--- src/rtl/load_store_unit.sv ---
// load_store_unit: memory-access stage between execute and writeback.
// Drives a req/gnt/rvalid handshake to a 32-bit data memory. It builds byte strobes and
// lane-replicated store data, and returns sign- or zero-extended load data.
// It holds stall_o high while an access is in flight.
// Optional feature: define LSU_TIMEOUT_EN to abort an access stuck in REQ or WAIT
// after TIMEOUT_CYCLES cycles; without it the FSM waits indefinitely.
module load_store_unit #(
    parameter int DATA_WIDTH     = 32,
    parameter int FUNCTION3      = 3,
    parameter int TIMEOUT_CYCLES = 16
) (
    input  logic                  clk,
    input  logic                  rst,
    input  logic                  load_i,
    input  logic                  store_i,
    input  logic [FUNCTION3-1:0]  fun3_i,
    input  logic [DATA_WIDTH-1:0] addr_i,
    input  logic [DATA_WIDTH-1:0] wdata_i,
    output logic                  mem_req_o,
    output logic                  mem_we_o,
    output logic [DATA_WIDTH-1:0] mem_addr_o,
    output logic [3:0]            mem_wstrb_o,
    output logic [DATA_WIDTH-1:0] mem_wdata_o,
    input  logic                  mem_gnt_i,
    input  logic                  mem_rvalid_i,
    input  logic [DATA_WIDTH-1:0] mem_rdata_i,
    output logic [DATA_WIDTH-1:0] rdata_o,
    output logic                  rdata_valid_o,
    output logic                  done_o,
    output logic                  stall_o,
    output logic                  err_o
);

    typedef enum logic [2:0] {IDLE, REQ, WAIT, RESP, ERR} state_t;

    state_t               state;
    state_t               state_next;
    logic                 start;
    logic                 misaligned;
    logic                 illegal;
    logic                 bad_access;
    logic                 timed_out;
    logic [FUNCTION3-1:0] fun3_q;
    logic [1:0]           offset_q;

    // Byte strobes for a store of the given size at the given byte offset.
    function automatic logic [3:0] strobe_for(input logic [FUNCTION3-1:0] f3,
                                              input logic [1:0] off);
        case (f3[1:0])
            2'b00:   strobe_for = 4'b0001 << off;
            2'b01:   strobe_for = 4'b0011 << off;
            default: strobe_for = 4'b1111;
        endcase
    endfunction

    // Replicate the store operand across every lane it could land in.
    function automatic logic [DATA_WIDTH-1:0] wdata_for(input logic [FUNCTION3-1:0] f3,
                                                        input logic [DATA_WIDTH-1:0] wd);
        case (f3[1:0])
            2'b00:   wdata_for = {4{wd[7:0]}};
            2'b01:   wdata_for = {2{wd[15:0]}};
            default: wdata_for = wd;
        endcase
    endfunction

    // Move the addressed lane down to bit 0, then sign- or zero-extend it.
    function automatic logic [DATA_WIDTH-1:0] load_extend(input logic [FUNCTION3-1:0] f3,
                                                          input logic [1:0] off,
                                                          input logic [DATA_WIDTH-1:0] word);
        logic [DATA_WIDTH-1:0] s;
        s = word >> {off, 3'b000};
        case (f3)
            3'b000:  load_extend = {{24{s[7]}}, s[7:0]};
            3'b001:  load_extend = {{16{s[15]}}, s[15:0]};
            3'b100:  load_extend = {24'd0, s[7:0]};
            3'b101:  load_extend = {16'd0, s[15:0]};
            default: load_extend = s;
        endcase
    endfunction

    assign start   = (state == IDLE) && (load_i || store_i);
    assign stall_o = start || (state == REQ) || (state == WAIT);

    // Classify the incoming access; a store outranks a simultaneous load.
    always_comb begin
        misaligned = ((fun3_i[1:0] == 2'b01) && addr_i[0]) ||
                     ((fun3_i[1:0] == 2'b10) && (addr_i[1:0] != 2'b00));
        if (store_i) begin
            illegal = fun3_i[2] || (fun3_i[1:0] == 2'b11);
        end else begin
            illegal = (fun3_i == 3'b011) || (fun3_i == 3'b110) || (fun3_i == 3'b111);
        end
        bad_access = misaligned || illegal;
    end

`ifdef LSU_TIMEOUT_EN
    localparam int CNT_W = $clog2(TIMEOUT_CYCLES + 1);
    logic [CNT_W-1:0] wait_cnt;

    // Count cycles spent in REQ/WAIT, restarting on every state change.
    always_ff @(posedge clk) begin
        if (rst) begin
            wait_cnt <= '0;
        end else if (state_next != state) begin
            wait_cnt <= '0;
        end else if ((state == REQ) || (state == WAIT)) begin
            wait_cnt <= wait_cnt + 1'b1;
        end
    end

    assign timed_out = (wait_cnt == CNT_W'(TIMEOUT_CYCLES - 1));
`else
    // No watchdog: the comparison is constant false, so an access never aborts.
    assign timed_out = (TIMEOUT_CYCLES < 0);
`endif

    // State register.
    always_ff @(posedge clk) begin
        if (rst) begin
            state <= IDLE;
        end else begin
            state <= state_next;
        end
    end

    // Next-state logic for the access handshake.
    always_comb begin
        state_next = state;
        case (state)
            IDLE: if (start) state_next = bad_access ? ERR : REQ;
            REQ: begin
                if (mem_gnt_i)      state_next = mem_we_o ? RESP : WAIT;
                else if (timed_out) state_next = ERR;
            end
            WAIT: begin
                if (mem_rvalid_i)   state_next = RESP;
                else if (timed_out) state_next = ERR;
            end
            RESP:    state_next = IDLE;
            ERR:     state_next = IDLE;
            default: state_next = IDLE;
        endcase
    end

    // Size and byte offset of the access, needed again when load data returns.
    always_ff @(posedge clk) begin
        if (start) begin
            fun3_q   <= fun3_i;
            offset_q <= addr_i[1:0];
        end
    end

    // Registered memory-side signals and writeback pulses.
    always_ff @(posedge clk) begin
        if (rst) begin
            mem_req_o     <= 1'b0;
            mem_we_o      <= 1'b0;
            mem_addr_o    <= '0;
            mem_wstrb_o   <= 4'b0000;
            mem_wdata_o   <= '0;
            rdata_o       <= '0;
            rdata_valid_o <= 1'b0;
            done_o        <= 1'b0;
            err_o         <= 1'b0;
        end else begin
            done_o        <= 1'b0;
            rdata_valid_o <= 1'b0;
            err_o         <= 1'b0;
            case (state)
                IDLE: begin
                    if (start) begin
                        if (bad_access) begin
                            err_o <= 1'b1;
                        end else begin
                            mem_req_o   <= 1'b1;
                            mem_we_o    <= store_i;
                            mem_addr_o  <= {addr_i[DATA_WIDTH-1:2], 2'b00};
                            mem_wstrb_o <= store_i ? strobe_for(fun3_i, addr_i[1:0]) : 4'b0000;
                            mem_wdata_o <= store_i ? wdata_for(fun3_i, wdata_i) : '0;
                        end
                    end
                end
                REQ: begin
                    if (mem_gnt_i) begin
                        mem_req_o <= 1'b0;
                        done_o    <= mem_we_o;
                    end else if (timed_out) begin
                        mem_req_o <= 1'b0;
                        err_o     <= 1'b1;
                    end
                end
                WAIT: begin
                    if (mem_rvalid_i) begin
                        rdata_o       <= load_extend(fun3_q, offset_q, mem_rdata_i);
                        rdata_valid_o <= 1'b1;
                        done_o        <= 1'b1;
                    end else if (timed_out) begin
                        err_o <= 1'b1;
                    end
                end
                default: ;
            endcase
        end
    end

endmodule

--- config.mk ---
export PLATFORM = sky130hd
export DESIGN_NAME = load_store_unit
export DESIGN_NICKNAME = d
export VERILOG_FILES = /design/src/rtl/load_store_unit.sv
export SDC_FILE = /design/constraint.sdc
export NUM_CORES = 1
export LEC_CHECK = 0
export ABC_AREA = 1
export BUFFER_PORTS_ARGS = -buffer_cell sky130_fd_sc_hd__buf_2
export CORE_ASPECT_RATIO = 1.1
export CORE_MARGIN = 1
export CORE_UTILIZATION = 52
export DETAILED_ROUTE_END_ITERATION = 12
export PLACE_DENSITY = 0.86
export SETUP_SLACK_MARGIN = 0.1
export SLEW_MARGIN = 20
export SYNTH_ARGS = -nofsm -noshare
export SYNTH_HDL_FRONTEND = slang
export SYNTH_SLANG_ARGS = --single-unit
--- constraint.sdc ---
create_clock -name clk -period 3.5 [get_ports clk]
set_input_delay 0.7 -clock clk [delete_from_list [all_inputs] [get_ports clk]]
set_output_delay 0.7 -clock clk [all_outputs]
set_load 0.02 [all_outputs]
======== Yosys cells after proc, flatten, opt, wreduce, memory -nomap -nowiden ========
Cells that the tools add are included.
word-level totals
  register bits ........................... 111
  bits in latches ......................... 0
  RAM bits ................................ 0
  memory bits (read-only) ................. 0
  input bits .............................. 105
  word-level logic and storage cells ...... 76
  memories kept ........................... 0
cells by class
  add/sub/neg operators ................... 0
  $mul .................................... 0
  div/mod/pow operators ................... 0
  magnitude comparators ................... 0
  eq/ne operators ......................... 15
  shifts and indexed selects .............. 3
  mux-type cells .......................... 20
  bitwise logic cells ..................... 4
  reduce and logical (&&, ||, !) cells .... 22
operators with widths
  operator                                              number
  one-hot mux 32 bit (4 select lines)                   1
  one-hot mux 32 bit (2 select lines)                   1
  two-way mux 32 bit                                    1
  right shift 32 x 5 -> 32 bit                          1
  equality test 3 bit (second input constant)           4
  two-way mux 3 bit                                     4
  one-hot mux 3 bit (3 select lines)                    1
  logical OR 1 bit                                      8
  two-way mux 1 bit                                     8
  inequality test 2 bit (second input constant)         4
  one-hot mux 4 bit (2 select lines)                    1
  equality test 3 x 1 -> 1 bit (second input constant)  2
  equality test 3 x 2 -> 1 bit (second input constant)  2
  zero test 3 bit                                       2
  AND reduction 3 bit                                   2
  equality test 2 bit (second input constant)           2
  two-way mux 4 bit                                     1
  inverter 1 bit                                        4
  one-hot mux 1 bit (2 select lines)                    2
  AND reduction 4 bit                                   1
  nonzero test 2 bit                                    2
  << shifter 1 x 2 -> 4 bit (first input constant)      1
  << shifter 2 x 2 -> 4 bit (first input constant)      1
  logical AND 1 bit                                     3
  5 further kinds                                       5

======== Logic depth before layout (Yosys ltp) ========
Gate-level depths: netlist of run 1.
  depth in word-level cells ............... 8
  gate-level depth with buffers ........... 9

======== Least setup slack after synthesis of run 1 ========
No wires, ideal clock.
  path kind ............................... input-to-output
  from .................................... in store_i
  to ...................................... out stall_o
  arrival ................................. 1.216 ns
  data required time ...................... 2.800 ns
  path slack .............................. 1.584 ns
  cell stages on the path ................. 4
  buffers on the path ..................... 0
  path through ............................ nor2_1 nor2_4 inv_1 nand3_1
between the ends
  longest elaborated chain between the ends .. 4
ends and longest elaborated chain
  element                         line  RTL
  from (decl)                     15    input logic store_i,
  logical OR 1 bit                81    assign start = (state == IDLE) && (load_i || store_i);
  logical AND 1 bit               81
  named net start                 38    logic start;
  logical OR 1 bit (2 in series)  82    assign stall_o = start || (state == REQ) || (state == WAIT);
  to (decl)                       30    output logic stall_o,
The timed path passes the listed nets, and every way through them passes these cells.

======== Worst setup path after layout of run 1 ========
Ends and elaborated chain as after synthesis.

==> results of run 1 <==
how the worst max path moves through the flow:
stage                                      from                           end  slack (ps)  cells after the start
after floorplan                         store_i                       stall_o        1580                      4
after global placement                  store_i  mem_wdata_o[11]$_SDFFE_PP0P_         990                      7
after detailed placement              fun3_i[1]   mem_addr_o[11]$_SDFFE_PP0P_         920                      8
after CTS                               store_i                       stall_o        1020                      6
after global routing      offset_q[1]$_DFFE_PP_      rdata_o[31]$_SDFFE_PP0N_         850                      6
final                                   store_i                       stall_o        1020                      6
power by group:
group	leakage, nW	internal (mW)	switching, mW	total (mW)
Sequential	0.910	1.38	0.0833	1.47
Clock	0.107	0.352	0.477	0.829
Combinational	2.21	0.274	0.554	0.828
flip-flops by register name (all words and copies together), names as in the netlist:
register and count:
rdata_valid_o 1, mem_addr_o 30, mem_req_o 1, mem_wdata_o 32, rdata_o 32, offset_q 2, state 3, done_o 1
err_o 1, mem_wstrb_o 4, mem_we_o 1, fun3_q 3
final cells by class:
class                   count  area [sq um]
multi-input cells         519          2402
clock buffers               9         123.9
repair buffers            213          1091
inverters                  66         247.7
well taps                 117         146.4
fillers                   867          3108
flip-flops and latches    111          2272
clock inverters             7         98.84
layer usage:
metal,up-vias,global-route usage (%)
li1,2774,-
met1,2435,31.54
met2,230,47.13
met3,23,5.346
met4,0,10.02
met5,-,0
through the flow:
step,worst slack [ps],instance area [sq um],hold WS [ps],utilization [%]
after floorplan,1584,5180,517.4,-
after global placement,991.2,6160,447.1,64.90
after detailed placement,915.3,6160,450.0,64.90
after CTS,1016,6382,468.4,67.25
after global routing,848.6,6382,484.0,67.25
final,1017,6382,466.8,67.25
cells in the final DEF, fill, tap and decap left out, types with 3 or more instances in the layout:
cell type and count:
a21oi_1 86, a31oi_1 8, buf_2 208, buf_4 4, clkbuf_8 9, dfxtp_1 106
edfxtp_1 5, inv_1 63, inv_2 3, nand2_1 224, nand3_1 59, nor2_1 26
nor3_1 17, o211ai_1 10, o21a_1 23, o21ai_0 56
critical path, stage by stage:
cell	delay [ps]
buf_2	350
nor2_1	180
nor2_4	240
inv_1	60
nand3_1	70
buf_2	180
kinds of logic (layout without fill, tap and decap cells):
group,after synthesis,count (layout)
AOI/OAI and AO/OA,183,183
buffers and inverters,119,295
DFF,111,111
other,1,2
and+or+nand+nor,334,334
==> results_dict.tcl, run 1 <==
set metrics [dict create \
    synthMostInstantiatedCell "nand2_1" \
    hp-start "mem_req_o$_SDFFE_PP0P_" \
    stdcell_count 1042 \
    hold_viol 0 \
    ant_nets 0 \
    fp-row-count 37 \
    dr_wl_met3_microns 1136 \
    grt_pass1_vias 4817 \
    syn_area_sq_mm 0.005176 \
    met1_length_microns 5549 \
    p_leak_nw 3.227 \
    r2r-end "rdata_o[24]$_SDFFE_PP0N_" \
    synth-edff-count 5 \
    dp_cells 1026 \
    netlist-cell-type-count 22 \
    synth_adder_area_share_pct 0 \
    numCtsBuffers 9 \
    synthArstFlopShare_pct 0 \
    finalSetupViolations 0 \
    die_h_microns 106.6 \
    final_layout_size_suffix_gt1_share_pct 25.51 \
    syn_inst 748 \
    routedWlPerCell_microns 13.57 \
    ctsHoldBuffers 0 \
    r2r-start "offset_q[0]$_DFFE_PP_" \
    cts_tree "done" \
    gp_congestion 0.8569 \
    die_w_microns 97.13 \
    avgSynthCellArea_sq_um 6.920 \
    synth_top_family_by_area "simple AND/OR/NAND/NOR gates" \
    rsz0062_at_grt "no" \
    r2r_cells 6 \
    ys_warn_count 0 \
    synth.top_cell.area_share_pct 41.00 \
    htreeDepth 3 \
    drc_errors 0 \
    dp_hpwl_microns 10060 \
    critPathKind "input pin to primary output" \
    status "completed" \
    fin_crit_sh_pct 70.94 \
    grt_max_degree 74 \
    path_max_fanout 24 \
    cts_resized 0 \
    first_pass_iters 5 \
    p_per_area_mw_per_mm2 489.3 \
    worst_pin_slew_ps 1021 \
    highest_layer "met4" \
    min_period_ps 2483 \
    startpoint_type "input pin" \
    hp-class "register to register" \
    cts_sinks 111 \
    nets 1025 \
    ir_drop_v 0.0002807 \
    drtIter0Drc 271 \
    min_path_cells 2 \
    met2_length_microns 7158 \
    synth.area.top_cells "dfxtp_1 41%, nand2_1 16%, a21oi_1 8.3%, nand3_1 5.7%, o21ai_0 5.4%" \
    hold_path_end "mem_req_o$_SDFFE_PP0P_" \
    core_area_sq_mm 0.009490 \
    slew_headroom_pct 31.88 \
    p_total_mw 3.123 \
    synth_commonest_cells "224 x nand2_1, 106 x dfxtp_1, 86 x a21oi_1, 63 x inv_1, 59 x nand3_1" \
    routed_via_density 5.242 \
    clock_skew_ps 13.27 \
    cp_data_arrival_time_ps 1780 \
    grt_overflow 0 \
    cp.required_ps 2800 \
    synth_compound_area_share_pct 19.48 \
    antenna_found_initial 0 \
    clock.fmax_mhz 402.8 \
    synthMuxAreaShare_pct 0 \
    clkLatencyLatePin_ps 370 \
    start_util_pct 54.54 \
    endpoint_kind "primary output" \
    yosys_register_bits 111 \
    cts-root-buf "clkbuf_8" \
    port_buffers 208 \
    grt_pass1_wl_microns 22220 \
    num_vias 5462 \
    synth_xor_area_share_pct 0 \
    r2r_slack_ps 1120 \
    cts_setup_buffers 0 \
    diodes 0 \
    io_pins 211 \
    die-area_sq_mm 0.01036 \
    synth_ff_type "dfxtp_1" \
    areaGrowthSynthToFinish_pct 23.30 \
    seq_area_frac_synth_pct 43.90 \
    track_usage_pct 26.51 \
    synth-simple-area-share_pct 26.78 \
    drv_slew 0 \
    setup_tns_ps 0 \
    clk_pin_slew_ps 120 \
    wl_microns 14140 \
    synth_top_cell_by_area "dfxtp_1" \
    clockBufferDepth 2 \
    maxCapViolCount 0 \
]
No activity file was read; power rests on OpenSTA's default activity.
==> run 2, diff against run 1 <==
--- a/config.mk
+++ b/config.mk
@@ -5,13 +5,13 @@
 export SDC_FILE = /design/constraint.sdc
 export NUM_CORES = 1
 export LEC_CHECK = 0
-export ABC_AREA = 1
+export ABC_AREA = 0
 export BUFFER_PORTS_ARGS = -buffer_cell sky130_fd_sc_hd__buf_2
 export CORE_ASPECT_RATIO = 1.1
 export CORE_MARGIN = 1
-export CORE_UTILIZATION = 52
+export CORE_UTILIZATION = 47
 export DETAILED_ROUTE_END_ITERATION = 12
-export PLACE_DENSITY = 0.86
+export PLACE_DENSITY = 0.81
 export SETUP_SLACK_MARGIN = 0.1
 export SLEW_MARGIN = 20
 export SYNTH_ARGS = -nofsm -noshare
==> constraint.sdc (replaced) <==
create_clock -name clk -period 2.37 [get_ports clk]
set_input_delay 0.474 -clock clk [delete_from_list [all_inputs] [get_ports clk]]
set_output_delay 0.474 -clock clk [all_outputs]
set_load 0.02 [all_outputs]
==> results_dict.tcl, run 2 <==
set metrics [dict create \
    status "completed" \
    synth.area.top_cells "dfxtp_1 45%, mux2i_1 8.6%, nand2_1 6.9%, a21oi_1 6.1%, a22o_1 4.7%" \
    cts-root-buf "clkbuf_8" \
    io_pins 211 \
    areaGrowthSynthToFinish_pct 28.11 \
    synth_top_cell_by_area "dfxtp_1" \
    clockPowerShare_pct 27.3 \
    startpoint_type "register" \
    synth_commonest_cells "106 x dfxtp_1, 86 x nand2_1, 57 x a21oi_1, 47 x nor2_1, 40 x mux2i_1" \
    layout_common_cells "208 x buf_2, 106 x dfxtp_1, 86 x nand2_1" \
    cts_sinks 111 \
    combPwrFrac_pct 20.3 \
    antenna_found_initial 0 \
    first_pass_iters 5 \
    num_vias 4496 \
    whs_ps 310.5 \
    grt_pass1_vias 4301 \
    stdcell_count 826 \
    syn_inst 508 \
    switchingPower_mw 1.218 \
    routed_via_density 5.443 \
    avgSynthCellArea_sq_um 9.192 \
    maxCapViolCount 0 \
    dp_cells 810 \
    cp_data_arrival_time_ps 2370 \
    grt_max_degree 32 \
    seq_area_frac_synth_pct 48.66 \
    dp_hpwl_microns 9965 \
    finalWorstSetupSlack_ps 283.1 \
    synth.top_cell.area_share_pct 45.44 \
    fin_crit_sh_pct 88.05 \
    ctsHoldBuffers 0 \
    synth_ff_type "dfxtp_1" \
    synth-edff-count 5 \
    use_met1_pct 30.84 \
    drv_slew 0 \
    die-area_sq_mm 0.01034 \
    grt_overflow 0 \
    diodes 0 \
    clkLatencyLatePin_ps 370 \
    start_util_pct 49.20 \
    hp-class "input pin to register" \
    clock.fmax_mhz 479.2 \
    multiInputGateArea_sq_mm 0.002216 \
    syn_area_sq_mm 0.004669 \
    finalSetupViolations 0 \
    rsz0062_at_grt "no" \
    wl_microns 13120 \
    slew_headroom_pct 41.58 \
    seqPwrFrac_pct 52.5 \
    switching_share_pct 31.27 \
    seq_area_sq_mm 0.002272 \
    use_met2_pct 43.11 \
    cts_resized 0 \
    netlist-cell-type-count 41 \
    critPathKind "register to register" \
    drtIter0Drc 156 \
    final_layout_size_suffix_gt1_share_pct 37.24 \
    yosys_register_bits 111 \
    p_total_mw 3.896 \
    path_max_fanout 16 \
    htreeDepth 3 \
    numCtsBuffers 9 \
    track_usage_pct 25.28 \
    ir_drop_v 0.0003685 \
    p_leak_nw 2.793 \
    ys_warn_count 0 \
    grt_busiest_layer "met2" \
    reg_top3 "mem_wdata_o: 32 flops, rdata_o: 32 flops, mem_addr_o: 30 flops" \
    die_h_microns 106.5 \
    p_int_mw 2.678 \
    synthMostInstantiatedCell "dfxtp_1" \
    cts_setup_buffers 0 \
    grtUsageMet3_pct 6.049 \
    ant_nets 0 \
    synthArstFlopShare_pct 0 \
    drc_errors 0 \
    routedWlPerCell_microns 15.88 \
    nFillCells 780 \
    p_per_area_mw_per_mm2 651.3 \
    cp.required_ps 2650 \
    fp-row-count 37 \
    grt_pass1_wl_microns 21040 \
    cts_tree "done" \
    worst_pin_slew_ps 875.3 \
    clk_pin_slew_ps 100 \
    clockBufferDepth 2 \
    min_period_ps 2087 \
    clock_skew_ps 13.39 \
    core_area_sq_mm 0.009490 \
    dpl_worst_slack_ps 113.9 \
    endpoint_kind "register" \
    die_w_microns 97.04 \
    layout_commonest_cell "buf_2" \
    port_buffers 208 \
    setup_tns_ps 0 \
    nets 809 \
    gp_congestion 0.8773 \
    hold_viol 0 \
]
## run 2: changes by cell type after synthesis, sizes merged, moves of 23 or more
cell / before / now
a22o: 0 / 25
a21oi: 86 / 57
inv: 66 / 2
mux2i: 0 / 40
o21ai: 56 / 18
nand2: 224 / 86
o21a: 23 / 0
nand3: 61 / 1
## run 2: path summary, 6_finish.rpt
| kind | start | end | slack, ps | depth (start not counted) |
|---|---|---|---|---|
| setup / recovery | offset_q[0]$_DFFE_PP_ | rdata_o[17]$_SDFFE_PP0N_ | 280 | 4 |
| hold / removal | fun3_i[2] | fun3_q[2]$_DFFE_PP_ | 310 | 1 |
| setup reg to reg | offset_q[0]$_DFFE_PP_ | rdata_o[17]$_SDFFE_PP0N_ | 280 | 4 |
| hold reg to reg | mem_addr_o[12]$_SDFFE_PP0P_ | mem_addr_o[12]$_SDFFE_PP0P_ | 460 | 2 |
## run 2: kinds of logic after synthesis
| logic type | share of synthesized area [%] |
|---|---|
| and+or+nand+nor | 12.86 |
| buffers and inverters | 3.966 |
| muxes | 10.99 |
| other | 0.08031 |
| DFF | 48.66 |
| AOI/OAI and AO/OA | 23.26 |
| xor gates and xnor gates | 0.1876 |
## run 2: metal layers
layer / share of wire [%] / vias up / wire, microns
met5: 0 / - / 0
met4: 1.9 / 0 / 246
met3: 7.2 / 22 / 940
met2: 49 / 213 / 6479
met1: 42 / 2073 / 5451
li1: - / 2188 / -
## run 2: metrics by stage
stage | cell area, sq um | utilization, %
detailed placement | 5803 | 61.15
finish | 5982 | 63.03
CTS | 5982 | 63.03
floorplan | 4673 | -
global route | 5982 | 63.03
global placement | 5803 | 61.15
## run 2: final cells by class
type                            count  area share, %
Tap cell                          117          2.447
Clock inverter                      7         0.9203
Sequential cell                   111          37.98
Clock buffer                        9          2.071
Inverter                            2         0.1255
Multi-Input combinational cell    356          37.04
Timing Repair Buffer              224          19.41
## run 2: power groups by stage
stage	Clock, mW	Combinational (mW)	Sequential (mW)
floorplan	0	0.410	2.16
global placement	0	0.769	2.08
detailed placement	0	0.789	2.08
CTS	1.08	0.790	2.04
global route	1.17	0.859	2.06
finish	1.06	0.790	2.04
## run 2: worst max-delay path, stage by stage (launching register included)
cell and delay, ps:
edfxtp_1 510, mux4_2 420, nor2_1 50, a2111o_1 690, a211oi_1 320
==> run 3, diff against run 2 <==
--- a/config.mk
+++ b/config.mk
@@ -11,7 +11,7 @@
 export CORE_MARGIN = 1
 export CORE_UTILIZATION = 47
 export DETAILED_ROUTE_END_ITERATION = 12
-export PLACE_DENSITY = 0.81
+export PLACE_DENSITY = 0.8
 export SETUP_SLACK_MARGIN = 0.1
 export SLEW_MARGIN = 20
 export SYNTH_ARGS = -nofsm -noshare
==> results_dict.tcl, run 3 (synthesis gave the netlist of run 2 again) <==
set metrics [dict create \
    routedWlPerCell_microns 15.82 \
    track_usage_pct 24.77 \
    r2r_cells 4 \
    htreeDepth 3 \
    diodes 0 \
    num_vias 4433 \
    cts_setup_buffers 0 \
    stdcell_area_sq_mm 0.005992 \
    reg_top3 "mem_wdata_o: 32 flops, rdata_o: 32 flops, mem_addr_o: 30 flops" \
    p_total_mw 3.972 \
    hp-class "input pin to register" \
    wl_microns 13040 \
    drtIter0Drc 193 \
    cts_resized 0 \
    nets 807 \
    finish.utilization_pct 63.14 \
    fp-row-count 37 \
    core_area_sq_mm 0.009490 \
    p_per_area_mw_per_mm2 663.0 \
    clock_skew_ps 11.84 \
    ctsHoldBuffers 0 \
    gp_congestion 0.9160 \
    startpoint_type "register" \
    ant_nets 0 \
    layout_commonest_cell "buf_2" \
    rsz0062_at_grt "no" \
    grt_overflow 0 \
    die_h_microns 106.5 \
    endpoint_kind "register" \
    setup_tns_ps 0 \
    cp_data_arrival_time_ps 2360 \
    dpl_worst_slack_ps 3.446 \
    cts-root-buf "clkbuf_8" \
    critPathKind "register to register" \
    port_buffers 208 \
    min_path_cells 1 \
    die-area_sq_mm 0.01034 \
    fin_crit_sh_pct 88.38 \
    path_max_fanout 16 \
    maxCapViolCount 0 \
    areaGrowthSynthToFinish_pct 28.32 \
    finalWorstSetupSlack_ps 275.3 \
    p_leak_nw 2.796 \
    path_cells "mux4_2, nor2_1, a2111o_1, a211oi_1" \
    min_period_ps 2095 \
    clkLatencyLatePin_ps 370 \
    antenna_found_initial 0 \
    start_util_pct 49.20 \
    routed_via_density 5.380 \
    drv_slew 0 \
    grt_max_degree 56 \
    slowest_stage "a2111o_1" \
    io_pins 211 \
    layout_common_cells "208 x buf_2, 106 x dfxtp_1, 86 x nand2_1" \
    grt_pass1_wl_microns 20550 \
    cp.required_ps 2640 \
    cpPeakStageDelay_ps 680 \
    place_area_sq_mm 0.005788 \
    slew_headroom_pct 48.67 \
    numCtsBuffers 9 \
    clock.fmax_mhz 477.4 \
    grt_pass1_vias 4199 \
    worst_pin_slew_ps 770.0 \
    clk_pin_slew_ps 110 \
    finalSetupViolations 0 \
    final_layout_size_suffix_gt1_share_pct 36.78 \
    status "completed" \
    first_pass_iters 4 \
    cts_tree "done" \
    drc_errors 0 \
    cts_sinks 111 \
    die_w_microns 97.04 \
    ir_drop_v 0.0003843 \
    hold_viol 0 \
    clockBufferDepth 2 \
    dp_hpwl_microns 9894 \
]
==> run 3: changes by cell type in the layout (fill, tap and decap cells not counted), sizes merged <==
cell      previous run  this run
buf                224       222
bufinv               0         1
clkbuf               9        11
clkinv               2         3
clkinvlp             2         0
inv                  5         3
==> run 3: through the flow <==
stage / cells / hold WS [ps]
floorplan: 509 / 534.5
global placement: 808 / 438.6
detailed placement: 808 / 443.7
CTS: 824 / 302.4
global route: 824 / 311.5
finish: 824 / 323.9
==> run 3: critical path, delay by kind of cell, from the launching register on <==
family | cells | cell delay [ps]
flops | 1 | 510
mux | 1 | 420
simple gates | 1 | 50
compound gates | 2 | 1020
==> run 3: routing by layer <==
metal / track usage, % / vias up / routed length [microns]
met3: 4.865 / 18 / 860
li1: - / 2184 / -
met2: 41.95 / 178 / 6480
met1: 30.79 / 2053 / 5470
met5: 0 / - / 0
met4: 10.34 / 0 / 227
==> run 3: final timing paths <==
path	to	startpoint	slack, ps
setup / recovery	rdata_o[17]$_SDFFE_PP0N_	offset_q[0]$_DFFE_PP_	280
hold / removal	fun3_q[2]$_DFFE_PP_	fun3_i[2]	320
setup reg to reg	rdata_o[17]$_SDFFE_PP0N_	offset_q[0]$_DFFE_PP_	280
hold reg to reg	mem_addr_o[18]$_SDFFE_PP0P_	mem_addr_o[18]$_SDFFE_PP0P_	460
==> run 3: area by class of cell <==
type	count	area [sq um]
inverter	2	7.507
clock inverter	5	67.56
timing repair buffer	222	1146
tap	117	146.4
sequential	111	2272
clock buffer	11	131.4
fill	806	3498
multi-input combinational	356	2221
==> run 3: report_power, final <==
group | total, mW | switching, mW | leakage [nW] | internal [mW]
Clock | 1.14 | 0.641 | 0.0996 | 0.504
Combinational | 0.787 | 0.485 | 1.79 | 0.303
Sequential | 2.04 | 0.0628 | 0.909 | 1.98
